`src/rtl/mem_stage.sv`:
```
// MEM stage: req/ack handshake to a variable-latency data memory,
// stalling the front end and bubbling MEM_WB while an access is in flight.
module mem_stage #(
  parameter int TIMEOUT = 16
) (
  input  logic        clk_i,
  input  logic        rst_i,
  input  logic        MemRead_i,
  input  logic        MemWrite_i,
  input  logic [1:0]  WB_i,
  input  logic [31:0] ALU_i,
  input  logic [31:0] WriteData_i,
  input  logic [4:0]  RegDst_i,
  output logic [1:0]  WB_o,
  output logic [31:0] ReadData_o,
  output logic [31:0] ALU_o,
  output logic [4:0]  RegDst_o,
  output logic        stall_o,
  output logic        err_o,
  output logic        mem_req_o,
  output logic        mem_we_o,
  output logic [31:0] mem_addr_o,
  output logic [31:0] mem_wdata_o,
  input  logic        mem_ack_i,
  input  logic [31:0] mem_rdata_i
);

  typedef enum logic [1:0] {
    S_IDLE = 2'd0,
    S_WAIT = 2'd1,
    S_DONE = 2'd2
  } state_t;

  localparam logic [7:0] LAST = 8'(TIMEOUT - 1);

  state_t      state;
  logic [7:0]  cnt;
  logic [31:0] rdata_q;
  logic        err_q;

  logic need;
  logic mis;
  logic bubble;

  assign need     = MemRead_i | MemWrite_i;
  assign mis      = ALU_i[1:0] != 2'b00;
  assign bubble   = {WB_i[1], 1'b0} != WB_i;
  assign ALU_o    = ALU_i;
  assign RegDst_o = RegDst_i;

  always_ff @(posedge clk_i or negedge rst_i) begin
    if (!rst_i) begin
      state   <= S_IDLE;
      cnt     <= 8'd0;
      rdata_q <= 32'd0;
      err_q   <= 1'b0;
    end else begin
      unique case (state)
        S_IDLE: begin
          if (need && !mis) begin
            state <= S_WAIT;
            cnt   <= 8'd0;
          end
        end
        S_WAIT: begin
          if (mem_ack_i) begin
            rdata_q <= MemWrite_i ? 32'd0 : mem_rdata_i;
            err_q   <= 1'b0;
            state   <= S_DONE;
          end else if (cnt == LAST) begin
            rdata_q <= 32'd0;
            err_q   <= 1'b1;
            state   <= S_DONE;
          end else begin
            cnt <= cnt + 8'd1;
          end
        end
        S_DONE:  state <= S_IDLE;
        default: state <= S_IDLE;
      endcase
    end
  end

  always_comb begin
    WB_o        = WB_i;
    ReadData_o  = 32'd0;
    stall_o     = 1'b0;
    err_o       = 1'b0;
    mem_req_o   = 1'b0;
    mem_we_o    = 1'b0;
    mem_addr_o  = 32'd0;
    mem_wdata_o = 32'd0;
    unique case (state)
      S_IDLE: begin
        if (need) begin
          WB_o    = {WB_i[1], 1'b0};
          err_o   = mis;
          stall_o = !mis;
        end
      end
      S_WAIT: begin
        WB_o        = {WB_i[1], 1'b0};
        stall_o     = 1'b1;
        mem_req_o   = 1'b1;
        mem_we_o    = MemWrite_i;
        mem_addr_o  = {ALU_i[31:2], 2'b00};
        mem_wdata_o = WriteData_i;
      end
      S_DONE: begin
        ReadData_o = rdata_q;
        err_o      = err_q;
        if (err_q && bubble) WB_o = {WB_i[1], 1'b0};
      end
      default: ;
    endcase
  end

endmodule

```
`config.mk`:
```
export PLATFORM = sky130hd
export DESIGN_NAME = mem_stage
export DESIGN_NICKNAME = d
export VERILOG_FILES = /design/src/rtl/mem_stage.sv
export SDC_FILE = /design/constraint.sdc
export NUM_CORES = 1
export LEC_CHECK = 0
export BUFFER_PORTS_ARGS = -buffer_cell sky130_fd_sc_hd__buf_2
export CAP_MARGIN = 20
export CORE_MARGIN = 2
export CORE_UTILIZATION = 30
export CTS_CLUSTER_SIZE = 14
export DETAILED_ROUTE_END_ITERATION = 10
export PLACE_DENSITY = 0.71
export SYNTH_ARGS = -nofsm -noshare
export SYNTH_HDL_FRONTEND = slang
export SYNTH_SLANG_ARGS = --single-unit
```
`constraint.sdc`:
```
create_clock -name clk_i -period 4.82 [get_ports clk_i]
set_clock_uncertainty 0.2 [all_clocks]
set_input_delay 0.482 -clock clk_i [delete_from_list [all_inputs] [get_ports clk_i]]
set_output_delay 0.482 -clock clk_i [all_outputs]
set_load 0.03 [all_outputs]
```
; Word-level counts from Yosys, hierarchy flattened
; Index checks and enable logic that the tools add are counted.
[totals]
reg_bits = 43
latch_bits = 0
ramBits = 0
mem_bits_ro = 0
input_bits = 108
output_inout_bits = 139
word_cells = 48
n_memories = 0
[classes]
addsub = 1
n_mul = 0
div = 0
order_cmp = 0
eq_ne = 7
shifts = 0
muxes = 25
bitwise_logic = 1
n_reduce_logical = 10
[ops]
columns = operator, n
row1 = $mux W32, 6
row2 = $mux W8, 3
row3 = $pmux W8 S2, 1
row4 = $add A8 B1 Y8 const B, 1
row5 = $eq A8 B4 Y1 const B, 1
row6 = $mux W1, 8
row7 = $mux W2, 3
row8 = $ne A2 B2 Y1 const B, 3
row9 = $reduce_bool A2 Y1, 3
row10 = $pmux W1 S2, 2
row11 = $pmux W2 S2, 1
row12 = $reduce_and A2 Y1, 2
row13 = $reduce_and A4 Y1, 1
row14 = $ne A3 B3 Y1 const B, 1
row15 = $pmux W1 S3, 1
row16 = $eq A2 B1 Y1 const B, 1
row17 = $eq A2 B2 Y1 const B, 1
row18 = $logic_and A1 B1 Y1, 2
row19 = $logic_not A2 Y1, 1
row20 = $logic_not A1 Y1, 1
row21 = $or A1 B1 Y1, 1

; Logic depth before layout (Yosys ltp)
; Gate-level depths: netlist of the first run.
[depth]
word_depth = 5
depth_mapped = 7
ltp_nobuf = 5

; Worst setup path before layout of the first run
; Ideal clock, no wire load.
[synth_timing]
path_kind = reg2out
from = register state[1]
to = output port mem_addr_o[23]
arrival_time_ns = 1.621
t_required_ns = 4.138
setup_slack_ns = 2.517
stages_incl_launch_ff = 6
n_path_buf = 2
path_cell_list = dfrtp_1 buf_2 nand2b_1 inv_2 clkbuf_1 and2_1
[synth_via]
elab_chain_cells = 2
[synth_lines]
columns = item, line
row1 = start: declaration, 36  ; state_t state;
row2 = start signal: assignment, 53  ; state <= S_IDLE;
row3 = start signal: assignment, 61  ; state <= S_WAIT;
row4 = start signal: assignment, 69  ; state <= S_DONE;
row5 = $eq A2 B1 Y1, 93  ; unique case (state)
row6 = $mux W32, 93
row7 = end: declaration, 22  ; output logic [31:0] mem_addr_o,
; No other way between the ends.

; Worst setup path in the final report of the first run
[layout_timing]
from = register state[1]
to = output port mem_addr_o[3]
; The elaborated chain is that of the path after synthesis.

==> flow_summary.toml, run 1 <==
[synth]
synth-seq-cells = 43
synth_mux_area_frac = 0.00729
synthXorXnorAreaFrac = 0
syn_area_um2 = 2750
yosys_warnings = 0
yosysTopAreaCellShare = 0.392
synth_cell_types = 35
syn_avg_cell_area_um2 = 9.56
synth_area_leaders = "dfrtp_1, and2_1, buf_4, a22o_2, clkbuf_1"
synth-compound-area-share = 0.180
synth_top_area_cell = "dfrtp_1"
synthCells = 287
synth_top_family_by_area = "simple AND/OR/NAND/NOR gates"
synthAdderAreaFrac = 0.00456
synthSimpleGateAreaFrac = 0.264
ys_seq_area_frac = 0.392

[worst_setup_path]
cp.depth = 4
crit_path_max_fanout = 72
crit_chain = "nand2b_1 -> inv_2 -> and2_1 -> buf_2"
r2r_end = "rdata_q[4]$_DFFE_PN0P_"
r2r_start = "state[1]$_DFFE_PN0P_"
cp-end-kind = "output pin"
worstPathArrival_ns = 2.17
cp_num_buf_inv = 2
crit_type = "register to output pin"
required_ns = 4.14
r2r_cells = 6
startpoint_type = "register"
cp_top_family = "buffers and inverters"
max_stage_delay_ns = 0.65
r2r_setup_slack_ns = 2.04
crit_path_top_delay_cell = "inv_2"

[grt]
grt_pass1_wl_um = 12900
grt_pass1_vias = 2431
grt_remaining_overflow = 0
track_usage = 0.163
antenna_found_initial = 1
grt_max_degree = 73

[route]
ant_nets = 0
drc = 0
drt-total-wl_um = 9110
vias = 2662
first_pass_iters = 6
drt_iter0_markers = 110
drt-vias-per-instance = 4.55
wl_per_cell_um = 15.6

[min_path]
hp-start = "mem_rdata_i[20]"
min_to = "rdata_q[20]$_DFFE_PN0P_"
min_path_cells = 2
min_path_type = "input port to register"

[die]
start_util = 0.312
fp.dieArea_um2 = 9930
die_y_um = 99.7
core_area_um2 = 8810
die_w_um = 99.7
placementRows = 34
io_pins = 247

[placement]
io_buffer_count = 232
numPlacedInstances = 574
gp_congestion = 0.895
dpl.hpwl_um = 7330
pre_cts_ws_ns = 2.07

[cells_and_area]
syn_to_final_growth_pct = 39.5
multiInputGateArea_um2 = 1260
layout_common_cells = "buf_2, and2_1, dfrtp_1"
final_common_cell = "buf_2"
fin_cells = 585
final_layout_size_suffix_gt1_frac = 0.590
regArea_um2 = 1080
nets = 584
nFillCells = 925

[pwr]
pwr-share-clk = 0.223
power.internal_uw = 800
power_frac_comb = 0.379
swShare = 0.373
p_per_area_nw_per_um2 = 333
power_leakage_uw = 0.00227
totalPowerFinal_uw = 1280
p_sw_uw = 477
ir_worst_vdd_uv = 130
pwr-share-seq = 0.398

[timing]
finalSetupViolations = 0
tightest_slew_ns = 0.848
slew_viol_final = 0
finalWorstPathRequiredPeriod_ns = 2.86
period_share = 0.592
hold_ws_ns = 0.200
setup_ws_ns = 1.96
hold_violations = 0
rsz0062_at_grt = "no"
relSlewSlack = 0.434
fmax_mhz = 350
setup_tns_ns = 0

[clocking]
cts_resized = 0
cts-htree-levels = 2
cts_buffers = 5
post_cts_buffers = 0
worstSkewPairLatency_ns = 0.29
cts_root_buf = "clkbuf_8"
cts_tree = "built"
clockBufferDepth = 2
clkSinkCount = 43
clk_pin_slew_worst_paths_ns = 0.09
cts_hold_buf = 0

[run]
cap_violations = 0

[outcome]
outcome = "finished, final reports clean"
## power groups by stage
stage	registers, uW	clock network [uW]	logic [uW]
finish	508	284	484
global placement	511	0	473
CTS	508	290	486
floorplan	494	0	370
global route	519	305	520
detailed placement	512	0	485
## per-stage QoR
step | utilization | area, um^2
5_1_grt | 0.434 | 3830
3_5_place_dp | 0.418 | 3680
2_1_floorplan | - | 2750
6_report | 0.435 | 3830
3_3_place_gp | 0.417 | 3670
4_1_cts | 0.431 | 3800
## layout make-up
type | instances | share of cell area
Tap cell | 108 | 0.0353
Inverter | 6 | 0.00588
Antenna cell | 1 | 0.000654
Multi-Input combinational cell | 182 | 0.329
Sequential cell | 43 | 0.281
Timing Repair Buffer | 237 | 0.319
Clock inverter | 3 | 0.0114
Clock buffer | 5 | 0.0180
## metal layers
layer | track usage | wire [um] | vias up
li1 | - | - | 1289
met1 | 0.219 | 4000 | 1254
met2 | 0.248 | 4310 | 112
met3 | 0.0682 | 746 | 7
met4 | 0.0306 | 57 | 0
met5 | 0 | 0 | -
## sequential cells by signal, indices dropped and copies added, names as in the netlist
signal,flops
cnt,8
err_q,1
rdata_q,32
state,2
## synthesized netlist by cell type, drive strengths merged
library cell,count
and2,95
buf,47
dfrtp,43
a22o,32
clkbuf,10
nor2,9
a21oi,7
inv,6
a31oi,5
nand2,5
nor3,5
o21ai,5
mux2i,2
nand3,2
a21boi,1
a21o,1
a2bb2oi,1
conb,1
ha,1
nand2b,1
nor2b,1
o211a,1
o21a,1
o21ba,1
o21bai,1
o31ai,1
or3b,1
or4,1
## logic make-up after synthesis
kind of cell | count (synthesis)
DFF | 43
and+or+nand+nor | 120
muxes | 2
buffers and inverters | 63
AOI/OAI and AO/OA | 57
adders and majority gates | 1
other | 1
## how the worst max path moves through the flow
stage | to | slack (ns) | start
after CTS | mem_addr_o[3] | 1.97 | state[1]$_DFFE_PN0P_
final | mem_addr_o[3] | 1.96 | state[1]$_DFFE_PN0P_
after detailed placement | rdata_q[7]$_DFFE_PN0P_ | 2.07 | state[1]$_DFFE_PN0P_
after global placement | rdata_q[5]$_DFFE_PN0P_ | 1.87 | state[1]$_DFFE_PN0P_
after floorplan | mem_addr_o[23] | 2.52 | state[1]$_DFFE_PN0P_
after global routing | mem_wdata_o[6] | 1.80 | state[1]$_DFFE_PN0P_
Power figures use the tool's default switching activity.
==> run 2: changes to the inputs <==
--- a/config.mk
+++ b/config.mk
@@ -11,7 +11,7 @@
 export CORE_UTILIZATION = 30
 export CTS_CLUSTER_SIZE = 14
 export DETAILED_ROUTE_END_ITERATION = 10
-export PLACE_DENSITY = 0.71
+export PLACE_DENSITY = 0.73
 export SYNTH_ARGS = -nofsm -noshare
 export SYNTH_HDL_FRONTEND = slang
 export SYNTH_SLANG_ARGS = --single-unit
==> constraint.sdc (replaced) <==
create_clock -name clk_i -period 2.5 [get_ports clk_i]
set_clock_uncertainty 0.2 [all_clocks]
set_input_delay 0.25 -clock clk_i [delete_from_list [all_inputs] [get_ports clk_i]]
set_output_delay 0.25 -clock clk_i [all_outputs]
set_load 0.03 [all_outputs]
==> flow_summary.toml, run 2 (synthesized netlist as in run 1, its figures left out) <==
[clocking]
cts_hold_buf = 33
cts_root_buf = "clkbuf_8"
post_cts_buffers = 0
clkSinkCount = 43
clockBufferDepth = 2
cts_buffers = 5
cts_tree = "built"
clk_pin_slew_worst_paths_ns = 0.08
cts-htree-levels = 2
cts_resized = 0
worstSkewPairLatency_ns = 0.29

[cells_and_area]
largest_register_ffs = 32
final_layout_size_suffix_gt1_frac = 0.552
final_common_cell = "buf_2"
final_util = 0.469
largestRegisters = "rdata_q: 32 flops, cnt: 8 flops, state: 2 flops"
diodes = 0
regMostFlops = "rdata_q"
syn_to_final_growth_pct = 50.5
nets = 617
layout_common_cells = "buf_2, and2_1, dfrtp_1"

[grt]
grt_pass1_vias = 2726
grt_max_degree = 67
antenna_found_initial = 0
grt_pass1_wl_um = 12300
grt_remaining_overflow = 0
track_usage = 0.152

[placement]
pre_cts_ws_ns = 0.531
dpl.hpwl_um = 6180
io_buffer_count = 232
gp_congestion = 0.872

[min_path]
min_path_cells = 2
min_path_type = "input port to register"

[timing]
hold_ws_ns = 0.0266
finalWorstPathRequiredPeriod_ns = 2.28
fmax_mhz = 439
tightest_slew_ns = 0.681
slew_viol_final = 0
finalSetupViolations = 0
setup_ws_ns = 0.223
relSlewSlack = 0.543
setup_tns_ns = 0
period_share = 0.911
rsz0062_at_grt = "no"
hold_violations = 0

[route]
drt-total-wl_um = 8240
drt-vias-per-instance = 4.59
drt_iter0_markers = 115
first_pass_iters = 4
wl_per_cell_um = 13.4
vias = 2832
drc = 0
ant_nets = 0

[die]
start_util = 0.312
die_w_um = 99.7
fp.dieArea_um2 = 9930
die_y_um = 99.7
core_area_um2 = 8810
io_pins = 247
placementRows = 34

[pwr]
ir_worst_vdd_uv = 227
p_per_area_nw_per_um2 = 579
totalPowerFinal_uw = 2390
power_leakage_uw = 0.00240

[worst_setup_path]
crit_path_top_delay_cell = "dfrtp_1"
crit_type = "register to output pin"
crit_path_max_fanout = 66
crit_chain = "nand2b_1 -> inv_2 -> buf_12 -> and2_1 -> buf_2"
startpoint_type = "register"
worstPathArrival_ns = 1.83
required_ns = 2.05
cp-end-kind = "output pin"
max_stage_delay_ns = 0.46
r2r_cells = 5

[run]
cap_violations = 0

[outcome]
outcome = "finished, final reports clean"
[run 2: cell types whose count changed in the layout (fill, tap and decap cells not counted)]
cell / change
dlygate4sd3_1: +32
buf_12: +1
buf_4: +1
buf_8: -1
bufinv_16: -1
clkbuf_1: +1
clkinv_4: -1
clkinvlp_4: +1
diode_2: -1
[run 2: routing by layer]
layer | share of wire | vias up | GRT usage
li1 | - | 1353 | -
met1 | 0.40 | 1327 | 0.190
met2 | 0.52 | 137 | 0.265
met3 | 0.059 | 15 | 0.0260
met4 | 0.016 | 0 | 0.0506
met5 | 0 | - | 0
[run 2: where the power goes]
group | switching (uW) | internal (uW)
clock | 234 | 195
combinational | 561 | 416
sequential | 115 | 870
[run 2: path summary, 6_finish.rpt]
path / slack (ns) / start / end
max: 0.22 / state[1]$_DFFE_PN0P_ / mem_addr_o[29]
min: 0.03 / mem_ack_i / err_q$_DFFE_PN0P_
max reg2reg: 0.52 / cnt[5]$_DFFE_PN0P_ / rdata_q[1]$_DFFE_PN0P_
min reg2reg: 0.30 / rdata_q[11]$_DFFE_PN0P_ / rdata_q[11]$_DFFE_PN0P_
max in group asynchronous: 1.29 / rst_i / cnt[4]$_DFFE_PN0P_
min in group asynchronous: 0.11 / rst_i / rdata_q[20]$_DFFE_PN0P_
[run 2: final cells by class]
| class | instances | area (um^2) |
|---|---|---|
| well taps | 108 | 135 |
| clock inverters | 2 | 12.5 |
| fillers | 817 | 4670 |
| repair buffers | 270 | 1550 |
| flip-flops and latches | 43 | 1080 |
| inverters | 6 | 22.5 |
| multi-input cells | 182 | 1260 |
| clock buffers | 6 | 72.6 |
[run 2: worst max-delay path, delay by kind of cell, from the launching register on]
| kind | cells | cell delay, ns |
|---|---|---|
| simple gates | 2 | 0.44 |
| buf+inv | 3 | 0.62 |
| flops | 1 | 0.46 |
[run 2: metrics by stage]
stage | instance area [um^2] | instances
2_1_floorplan | 2750 | 288
3_3_place_gp | 3720 | 576
3_5_place_dp | 3720 | 576
4_1_cts | 4130 | 617
5_1_grt | 4130 | 617
6_report | 4130 | 617
